[src/rtl/vram_hdma_ctrl_if.sv]
// ----------------------------------------------------------------------------
// vram_hdma_ctrl_if
// Bus bundle between the VRAM DMA controller and its neighbours.
//   CPU register port : reg_addr, reg_we, reg_wdata, hdma_status (FF55 readback)
//   Source read port  : src_addr, src_en, src_rdata (data valid one cycle after src_en)
//   VRAM write port   : address_bus_dma_wr, mem_enable_dma_wr, data_in_dma_wr,
//                       wr_en_VRAM_bank0_dma_wr, wr_en_VRAM_bank1_dma_wr
// modport master : the DMA controller side
// modport slave  : the CPU / memory / PPU side
// ----------------------------------------------------------------------------
interface vram_hdma_ctrl_if;
    logic [15:0] reg_addr;
    logic        reg_we;
    logic [7:0]  reg_wdata;
    logic [7:0]  hdma_status;

    logic [15:0] src_addr;
    logic        src_en;
    logic [7:0]  src_rdata;

    logic [15:0] address_bus_dma_wr;
    logic        mem_enable_dma_wr;
    logic [7:0]  data_in_dma_wr;
    logic        wr_en_VRAM_bank0_dma_wr;
    logic        wr_en_VRAM_bank1_dma_wr;

    modport master (
        input  reg_addr, reg_we, reg_wdata, src_rdata,
        output hdma_status, src_addr, src_en,
        output address_bus_dma_wr, mem_enable_dma_wr, data_in_dma_wr,
        output wr_en_VRAM_bank0_dma_wr, wr_en_VRAM_bank1_dma_wr
    );

    modport slave (
        output reg_addr, reg_we, reg_wdata, src_rdata,
        input  hdma_status, src_addr, src_en,
        input  address_bus_dma_wr, mem_enable_dma_wr, data_in_dma_wr,
        input  wr_en_VRAM_bank0_dma_wr, wr_en_VRAM_bank1_dma_wr
    );
endinterface

[src/rtl/vram_hdma_ctrl.sv]
// ----------------------------------------------------------------------------
// vram_hdma_ctrl
// CGB VRAM DMA controller (FF51-FF55). Copies 16-byte blocks from a source
// address into VRAM bank 0/1, either all blocks back-to-back (GDMA) or one
// block per H-blank entry (HDMA). Stalls the CPU while bytes are moving.
//
// Ports:
//   clk4_2, reset_n     clock, asynchronous active-low reset
//   bus (master)        CPU register port, source read port, VRAM write port
//   VBK                 VRAM bank select, captured on the FF55 start write
//   STAT_mode           PPU mode (00 H-blank, 01 V-blank, 10 OAM, 11 transfer)
//   LCD_on              LCDC[7]; when low, HDMA waits indefinitely
//   dma_sel_VRAM_bank*  2'b10 on the target bank while not idle
//   cpu_stall           high while reading/writing bytes
//
// state   | meaning
// --------+---------------------------------------------------------------
// IDLE    | no transfer in progress
// RD      | source read cycle (src_en high)
// WR      | VRAM write cycle, then src/dst advance
// WAIT_HB | HDMA armed, waiting for a non-00 -> 00 STAT_mode edge
// HOLD    | HDMA block done, waiting for the H-blank to end
// ----------------------------------------------------------------------------
module vram_hdma_ctrl (
    input  logic                     clk4_2,
    input  logic                     reset_n,
    vram_hdma_ctrl_if.master         bus,
    input  logic                     VBK,
    input  logic [1:0]               STAT_mode,
    input  logic                     LCD_on,
    output logic [1:0]               dma_sel_VRAM_bank0,
    output logic [1:0]               dma_sel_VRAM_bank1,
    output logic                     cpu_stall
);

    typedef enum logic [2:0] {
        S_IDLE    = 3'd0,
        S_RD      = 3'd1,
        S_WR      = 3'd2,
        S_WAIT_HB = 3'd3,
        S_HOLD    = 3'd4
    } state_t;

    state_t      state, state_n;
    logic [15:0] src;
    logic [12:0] dst;
    logic [3:0]  byte_cnt;
    logic [6:0]  len_m1;      // blocks_left - 1
    logic        is_hdma;
    logic        bank;
    logic [7:0]  status_q;
    logic [1:0]  prev_mode;

    logic wr_ff55, start_gdma, start_hdma, cancel, block_end, last_block, hb_edge;

    assign wr_ff55    = bus.reg_we && (bus.reg_addr == 16'hFF55);
    assign start_gdma = wr_ff55 && (state == S_IDLE) && !bus.reg_wdata[7];
    assign start_hdma = wr_ff55 && (state == S_IDLE) &&  bus.reg_wdata[7];
    assign cancel     = wr_ff55 && (state != S_IDLE) && is_hdma && !bus.reg_wdata[7];
    assign block_end  = (state == S_WR) && (byte_cnt == 4'hF);
    assign last_block = (len_m1 == 7'd0);
    // Edge, not level: a start issued inside an H-blank must wait for the next one.
    assign hb_edge    = (prev_mode != 2'b00) && (STAT_mode == 2'b00);

    assign bus.hdma_status = status_q;

    always_ff @(posedge clk4_2 or negedge reset_n) begin
        if (!reset_n) state <= S_IDLE;
        else          state <= state_n;
    end

    always_comb begin
        state_n                     = state;
        cpu_stall                   = 1'b0;
        bus.src_en                  = 1'b0;
        bus.src_addr                = 16'h0000;
        bus.mem_enable_dma_wr       = 1'b0;
        bus.address_bus_dma_wr      = 16'h0000;
        bus.data_in_dma_wr          = 8'h00;
        bus.wr_en_VRAM_bank0_dma_wr = 1'b0;
        bus.wr_en_VRAM_bank1_dma_wr = 1'b0;
        dma_sel_VRAM_bank0          = 2'b00;
        dma_sel_VRAM_bank1          = 2'b00;

        case (state)
            S_IDLE: begin
                if (start_gdma)      state_n = S_RD;
                else if (start_hdma) state_n = S_WAIT_HB;
            end
            S_RD: begin
                state_n      = S_WR;
                cpu_stall    = 1'b1;
                bus.src_en   = 1'b1;
                bus.src_addr = src;
            end
            S_WR: begin
                cpu_stall                   = 1'b1;
                bus.mem_enable_dma_wr       = 1'b1;
                bus.address_bus_dma_wr      = {3'b100, dst};
                bus.data_in_dma_wr          = bus.src_rdata;
                bus.wr_en_VRAM_bank0_dma_wr = !bank;
                bus.wr_en_VRAM_bank1_dma_wr = bank;
                if (byte_cnt != 4'hF)  state_n = S_RD;
                else if (last_block)   state_n = S_IDLE;
                else if (is_hdma)      state_n = S_HOLD;
                else                   state_n = S_RD;
            end
            S_WAIT_HB: begin
                if (hb_edge && LCD_on) state_n = S_RD;
            end
            S_HOLD: begin
                if (STAT_mode != 2'b00) state_n = S_WAIT_HB;
            end
            default: state_n = S_IDLE;
        endcase

        if (cancel) state_n = S_IDLE;

        if (state != S_IDLE) begin
            dma_sel_VRAM_bank0 = bank ? 2'b00 : 2'b10;
            dma_sel_VRAM_bank1 = bank ? 2'b10 : 2'b00;
        end
    end

    always_ff @(posedge clk4_2 or negedge reset_n) begin
        if (!reset_n) begin
            src       <= 16'h0000;
            dst       <= 13'h0000;
            byte_cnt  <= 4'h0;
            len_m1    <= 7'h00;
            is_hdma   <= 1'b0;
            bank      <= 1'b0;
            status_q  <= 8'hFF;
            prev_mode <= 2'b00;
        end else begin
            prev_mode <= STAT_mode;

            if (bus.reg_we && (state == S_IDLE)) begin
                case (bus.reg_addr)
                    16'hFF51: src <= {bus.reg_wdata, src[7:4], 4'h0};
                    16'hFF52: src <= {src[15:8], bus.reg_wdata[7:4], 4'h0};
                    16'hFF53: dst <= {bus.reg_wdata[4:0], dst[7:4], 4'h0};
                    16'hFF54: dst <= {dst[12:8], bus.reg_wdata[7:4], 4'h0};
                    default: ;
                endcase
            end

            if (start_gdma || start_hdma) begin
                len_m1   <= bus.reg_wdata[6:0];
                is_hdma  <= bus.reg_wdata[7];
                bank     <= VBK;
                byte_cnt <= 4'h0;
                status_q <= {1'b0, bus.reg_wdata[6:0]};
            end

            if (state == S_WR) begin
                src      <= src + 16'd1;
                dst      <= dst + 13'd1;
                byte_cnt <= byte_cnt + 4'd1;
                if (block_end) begin
                    if (last_block) begin
                        status_q <= 8'hFF;
                    end else begin
                        len_m1   <= len_m1 - 7'd1;
                        status_q <= {1'b0, len_m1 - 7'd1};
                    end
                end
            end

            // Cancel reports the blocks still outstanding with bit 7 set.
            if (cancel) status_q <= {1'b1, len_m1};
        end
    end

endmodule

[src/flat_wrapper.sv]
// flat-port wrapper written by rule: the top's interface ports become plain ports
module vram_hdma_ctrl_flat 
  (clk4_2, reset_n, VBK, STAT_mode, LCD_on, dma_sel_VRAM_bank0, dma_sel_VRAM_bank1, cpu_stall, bus_reg_addr, bus_reg_we, bus_reg_wdata, bus_src_rdata, bus_hdma_status, bus_src_addr, bus_src_en, bus_address_bus_dma_wr, bus_mem_enable_dma_wr, bus_data_in_dma_wr, bus_wr_en_VRAM_bank0_dma_wr, bus_wr_en_VRAM_bank1_dma_wr);
  vram_hdma_ctrl_if bus_i ();
  input  logic clk4_2;
  input  logic reset_n;
  input  logic VBK;
  input  logic [1:0] STAT_mode;
  input  logic LCD_on;
  output logic [1:0] dma_sel_VRAM_bank0;
  output logic [1:0] dma_sel_VRAM_bank1;
  output logic cpu_stall;
  input wire logic [$bits(bus_i.reg_addr)-1:0] bus_reg_addr;
  input wire logic [$bits(bus_i.reg_we)-1:0] bus_reg_we;
  input wire logic [$bits(bus_i.reg_wdata)-1:0] bus_reg_wdata;
  input wire logic [$bits(bus_i.src_rdata)-1:0] bus_src_rdata;
  output wire logic [$bits(bus_i.hdma_status)-1:0] bus_hdma_status;
  output wire logic [$bits(bus_i.src_addr)-1:0] bus_src_addr;
  output wire logic [$bits(bus_i.src_en)-1:0] bus_src_en;
  output wire logic [$bits(bus_i.address_bus_dma_wr)-1:0] bus_address_bus_dma_wr;
  output wire logic [$bits(bus_i.mem_enable_dma_wr)-1:0] bus_mem_enable_dma_wr;
  output wire logic [$bits(bus_i.data_in_dma_wr)-1:0] bus_data_in_dma_wr;
  output wire logic [$bits(bus_i.wr_en_VRAM_bank0_dma_wr)-1:0] bus_wr_en_VRAM_bank0_dma_wr;
  output wire logic [$bits(bus_i.wr_en_VRAM_bank1_dma_wr)-1:0] bus_wr_en_VRAM_bank1_dma_wr;
  assign bus_i.reg_addr = bus_reg_addr;
  assign bus_i.reg_we = bus_reg_we;
  assign bus_i.reg_wdata = bus_reg_wdata;
  assign bus_i.src_rdata = bus_src_rdata;
  assign bus_hdma_status = bus_i.hdma_status;
  assign bus_src_addr = bus_i.src_addr;
  assign bus_src_en = bus_i.src_en;
  assign bus_address_bus_dma_wr = bus_i.address_bus_dma_wr;
  assign bus_mem_enable_dma_wr = bus_i.mem_enable_dma_wr;
  assign bus_data_in_dma_wr = bus_i.data_in_dma_wr;
  assign bus_wr_en_VRAM_bank0_dma_wr = bus_i.wr_en_VRAM_bank0_dma_wr;
  assign bus_wr_en_VRAM_bank1_dma_wr = bus_i.wr_en_VRAM_bank1_dma_wr;
  vram_hdma_ctrl u_core (.clk4_2(clk4_2), .reset_n(reset_n), .bus(bus_i), .VBK(VBK), .STAT_mode(STAT_mode), .LCD_on(LCD_on), .dma_sel_VRAM_bank0(dma_sel_VRAM_bank0), .dma_sel_VRAM_bank1(dma_sel_VRAM_bank1), .cpu_stall(cpu_stall));
endmodule
[config.mk]
export PLATFORM = sky130hd
export DESIGN_NAME = vram_hdma_ctrl_flat
export DESIGN_NICKNAME = d
export VERILOG_FILES = /design/src/rtl/vram_hdma_ctrl_if.sv /design/src/rtl/vram_hdma_ctrl.sv /design/src/flat_wrapper.sv
export SDC_FILE = /design/constraint.sdc
export NUM_CORES = 1
export LEC_CHECK = 0
export BUFFER_PORTS_ARGS = -buffer_cell sky130_fd_sc_hd__buf_2
export CAP_MARGIN = 20
export CORE_ASPECT_RATIO = 0.6
export CORE_UTILIZATION = 48
export CTS_CLUSTER_SIZE = 20
export DETAILED_ROUTE_END_ITERATION = 12
export GPL_TIMING_DRIVEN = 0
export PLACE_DENSITY_LB_ADDON = 0.05
export SLEW_MARGIN = 20
export SYNTH_ARGS = -nofsm -noshare
export SYNTH_HDL_FRONTEND = slang
export SYNTH_SLANG_ARGS = --single-unit
[constraint.sdc]
create_clock -name clk4_2 -period 2.4 [get_ports clk4_2]
set_input_delay 0.48 -clock clk4_2 [delete_from_list [all_inputs] [get_ports clk4_2]]
set_output_delay 0.48 -clock clk4_2 [all_outputs]
set_load 0.01 [all_outputs]
==> results.sh <==
export IMPL_critical_path_cell_chain="buf_2 -> or4b_4 -> or4_4 -> nor4_4 -> buf_6 -> nor3_1 -> a211oi_2"
export IMPL_core_rowCount=23
export IMPL_synth_top_family_by_area="simple AND/OR/NAND/NOR gates"
export IMPL_fill_cells=593
export IMPL_fin_crit_ps=2370
export IMPL_routedWlPerCell_um=15.9
export IMPL_dp_hpwl_um=7640
export IMPL_clkTransAtPathRegs_ps=70
export IMPL_vias=3639
export IMPL_syn_avg_cell_area_um2=8.33
export IMPL_grt_max_degree=56
export IMPL_synth_edff_count=0
export IMPL_synthArstFlopShare_pct=100
export IMPL_slew_violations=0
export IMPL_synth_area_um2=3580
export IMPL_fmax_ghz=0.422
export IMPL_grt_setup_unrepaired="yes"
export IMPL_hold_class="in2async"
export IMPL_cp_buffers_inverters=2
export IMPL_first_pass_iters=5
export IMPL_crit_required_ps=2610
export IMPL_yosys_area_top_type_share_pct=32.8
export IMPL_grt_pass1_vias=3131
export IMPL_synthAdderAreaFrac_pct=1.40
export IMPL_synth_compound_area_share_pct=20.2
export IMPL_p_leak_nw=2.06
export IMPL_finalHoldViolCount=0
export IMPL_period_share_pct=98.7
export IMPL_dp_slack_ps=-607
export IMPL_nets=578
export IMPL_startpoint="bus_reg_addr[3]"
export IMPL_power_density_nw_per_um2=851
export IMPL_grt_pass1_wl_um=16100
export IMPL_drive_gt1_share_pct=29.3
export IMPL_path_delay_family="simple AND/OR/NAND/NOR gates"
export IMPL_yosys_area_share_simple_pct=33.5
export IMPL_dieArea_um2=7820
export IMPL_ys_flop_type="dfrtp_1"
export IMPL_crit_end="u_core.src[15]$_DFFE_PN0P_"
export IMPL_clk_latency_ps=300
export IMPL_cts_buffer_depth=2
export IMPL_ant_nets=0
export IMPL_cp_arrival_ps=2580
export IMPL_htreeDepth=2
export IMPL_relSlewSlack_pct=52.5
export IMPL_cts_tree="built"
export IMPL_synth_largest_area_cell="dfrtp_1"
export IMPL_via_per_inst=5.72
export IMPL_maxCapViolCount=0
export IMPL_syn_instance_count=430
export IMPL_grt_overflow=0
export IMPL_synth_area_top_cells="dfrtp_1 33%, and2_1 7.0%, dfstp_2 5.9%"
export IMPL_ioPinCount=96
export IMPL_fin_ws_ps=31.0
export IMPL_drt_iter0_drc=250
export IMPL_antenna_cells=0
export IMPL_r2r_cells=7
export IMPL_r2r_slack_ps=90
export IMPL_cp_start_kind="input pin"
export IMPL_port_buffers=91
export IMPL_cts_sinks=55
export IMPL_drc=0
export IMPL_start_util_pct=51.7
export IMPL_ys_warnings_count=0
export IMPL_synth_ff_latch_count=55
export IMPL_fin_skew_ps=8.37
export IMPL_setup_viol=0
export IMPL_synth_mux_area_share_pct=1.12
export IMPL_final_cell_area_um2=4460
export IMPL_path_max_fanout=10
export IMPL_critPathMaxStageDelay_ps=590
export IMPL_antenna_found_initial=0
export IMPL_status="finished clean"
export IMPL_cp_num_cells=7
export IMPL_syn_to_final_growth_pct=24.4
export IMPL_ys_seq_area_share_pct=38.7
export IMPL_placed_area_um2=4180
export IMPL_drt_total_wl_um=10100
export IMPL_tightestPinTransition_ps=712
export IMPL_timing_rr_start="u_core.len_m1[0]$_DFF_PN0_"
export IMPL_fin_util_pct=64.2
export IMPL_synth_distinct_cells=66
export IMPL_ir_drop_mv=0.426
export IMPL_floorplan_die_width_um=114
export IMPL_critPathKind="in2reg"
export IMPL_r2r_end="u_core.len_m1[4]$_DFF_PN0_"
export IMPL_cts_buffers=5
export IMPL_place_congestion=0.969
export IMPL_clock_root_buffer="clkbuf_16"
export IMPL_holdBufCountCts=0
export IMPL_coreArea_um2=6940
export IMPL_synth_xor_area_share_pct=0.733
export IMPL_grt_use_total_pct=27.1
export IMPL_die_h_um=68.9
export IMPL_worst_setup_path_end_kind="flop"
export IMPL_cpMaxStageDelayCell="or4_4"
==> sequential cells by signal, indices dropped and copies added (netlist names) <==
register                count
u_core.byte_cnt             4
u_core.bank                 1
u_core.dst                 13
u_core.bus.hdma_status      8
u_core.is_hdma              1
u_core.prev_mode            2
u_core.state                3
u_core.len_m1               7
u_core.src                 16
==> where the power goes <==
part | switching [mW] | total [mW] | internal (mW)
Sequential | 0.189 | 1.37 | 1.18
Combinational | 0.982 | 1.70 | 0.715
Clock | 0.346 | 0.732 | 0.386
Total | 1.52 | 3.79 | 2.28
==> layout by cell type, fill, tap and decap left out, types with 14 or more instances in the layout <==
cell and n:
a21oi_1 26, and2_1 40, buf_2 91, dfrtp_1 45, nand2_1 45, nand3_1 14, nor2_1 43, nor3_1 14
o21ai_0 28
==> per-layer routing <==
layer | track usage (%) | vias up | wire, um
li1 | - | 1771 | -
met2 | 41.4 | 177 | 4260
met4 | 6.74 | 0 | 112
met1 | 40.6 | 1679 | 4900
met3 | 3.76 | 12 | 830
met5 | 0 | - | 0
==> kinds of logic after synthesis <==
| family | Yosys count |
|---|---|
| DFF | 55 |
| muxes | 4 |
| buffers and inverters | 31 |
| xor gates and xnor gates | 3 |
| and+or+nand+nor | 222 |
| AOI/OAI and AO/OA | 110 |
| adders and majority gates | 4 |
| other | 1 |
==> repair_timing <==
action                                  4_1_cts  5_1_grt
resized for setup                            22        7
pin swaps                                     1        0
gates cloned                                  0        0
endpoints found under the setup margin       65       36
buffers inserted                              6        1
==> cell usage after synthesis, types with 3 or more instances <==
| cell type | instances |
|---|---|
| ha_1 | 4 |
| nor2_1 | 43 |
| o21ai_1 | 6 |
| or3_1 | 10 |
| xnor2_1 | 3 |
| mux2i_1 | 4 |
| nand4_1 | 13 |
| a211oi_1 | 8 |
| and2_1 | 40 |
| nand2_1 | 46 |
| and3_1 | 6 |
| a21oi_1 | 26 |
| nor3_1 | 17 |
| nor3b_1 | 4 |
| nand3_1 | 14 |
| inv_1 | 8 |
| nand2b_1 | 3 |
| dfstp_2 | 8 |
| dfrtp_1 | 47 |
| o21ai_0 | 28 |
| buf_4 | 5 |
| o22ai_1 | 5 |
| a31oi_1 | 5 |
| nor2b_1 | 4 |
| clkbuf_1 | 14 |
| o211ai_1 | 3 |
==> worst reg2reg max path, cell delays in order, from the launching register on <==
cell and delay [ps]:
dfrtp_1 420, inv_1 110, ha_1 230, or4b_4 540, or3_1 390, nand2_1 150, nand2_1 110, o221a_2 260
==> worst min path at each step <==
| stage | slack, ps | end | startpoint | cells after the start |
|---|---|---|---|---|
| finish | 210 | u_core.dst[12]$_DFFE_PN0P_ | reset_n | 1 |
| detailed placement | 480 | u_core.byte_cnt[3]$_DFFE_PN0P_ | u_core.byte_cnt[3]$_DFFE_PN0P_ | 1 |
| floorplan | 180 | u_core.bank$_DFFE_PN0P_ | reset_n | 0 |
| CTS | 270 | u_core.dst[12]$_DFFE_PN0P_ | reset_n | 1 |
| global route | 300 | u_core.dst[12]$_DFFE_PN0P_ | reset_n | 1 |
| global placement | 470 | u_core.byte_cnt[3]$_DFFE_PN0P_ | u_core.byte_cnt[3]$_DFFE_PN0P_ | 1 |
==> layout make-up <==
class	count	area [um^2]	area share [%]
Buffer	20	131	2.95
Timing Repair Buffer	98	510	11.5
Clock inverter	3	20.0	0.449
Clock buffer	5	125	2.81
Sequential cell	55	1390	31.2
Multi-Input combinational cell	347	2120	47.7
Inverter	8	30.0	0.674
Tap cell	100	125	2.81
==> through the flow <==
stage | setup TNS, ps | hold slack, ps | std cells | total power, mW
final | 0 | 212 | 636 | 3.79
after global placement | -18040 | 469 | 624 | 2.93
after floorplan | 0 | 184 | 433 | 2.37
after detailed placement | -20960 | 476 | 624 | 2.97
after CTS | 0 | 268 | 636 | 3.80
after global routing | -70.9 | 296 | 636 | 4.07
(Power assumes the default switching activity.)
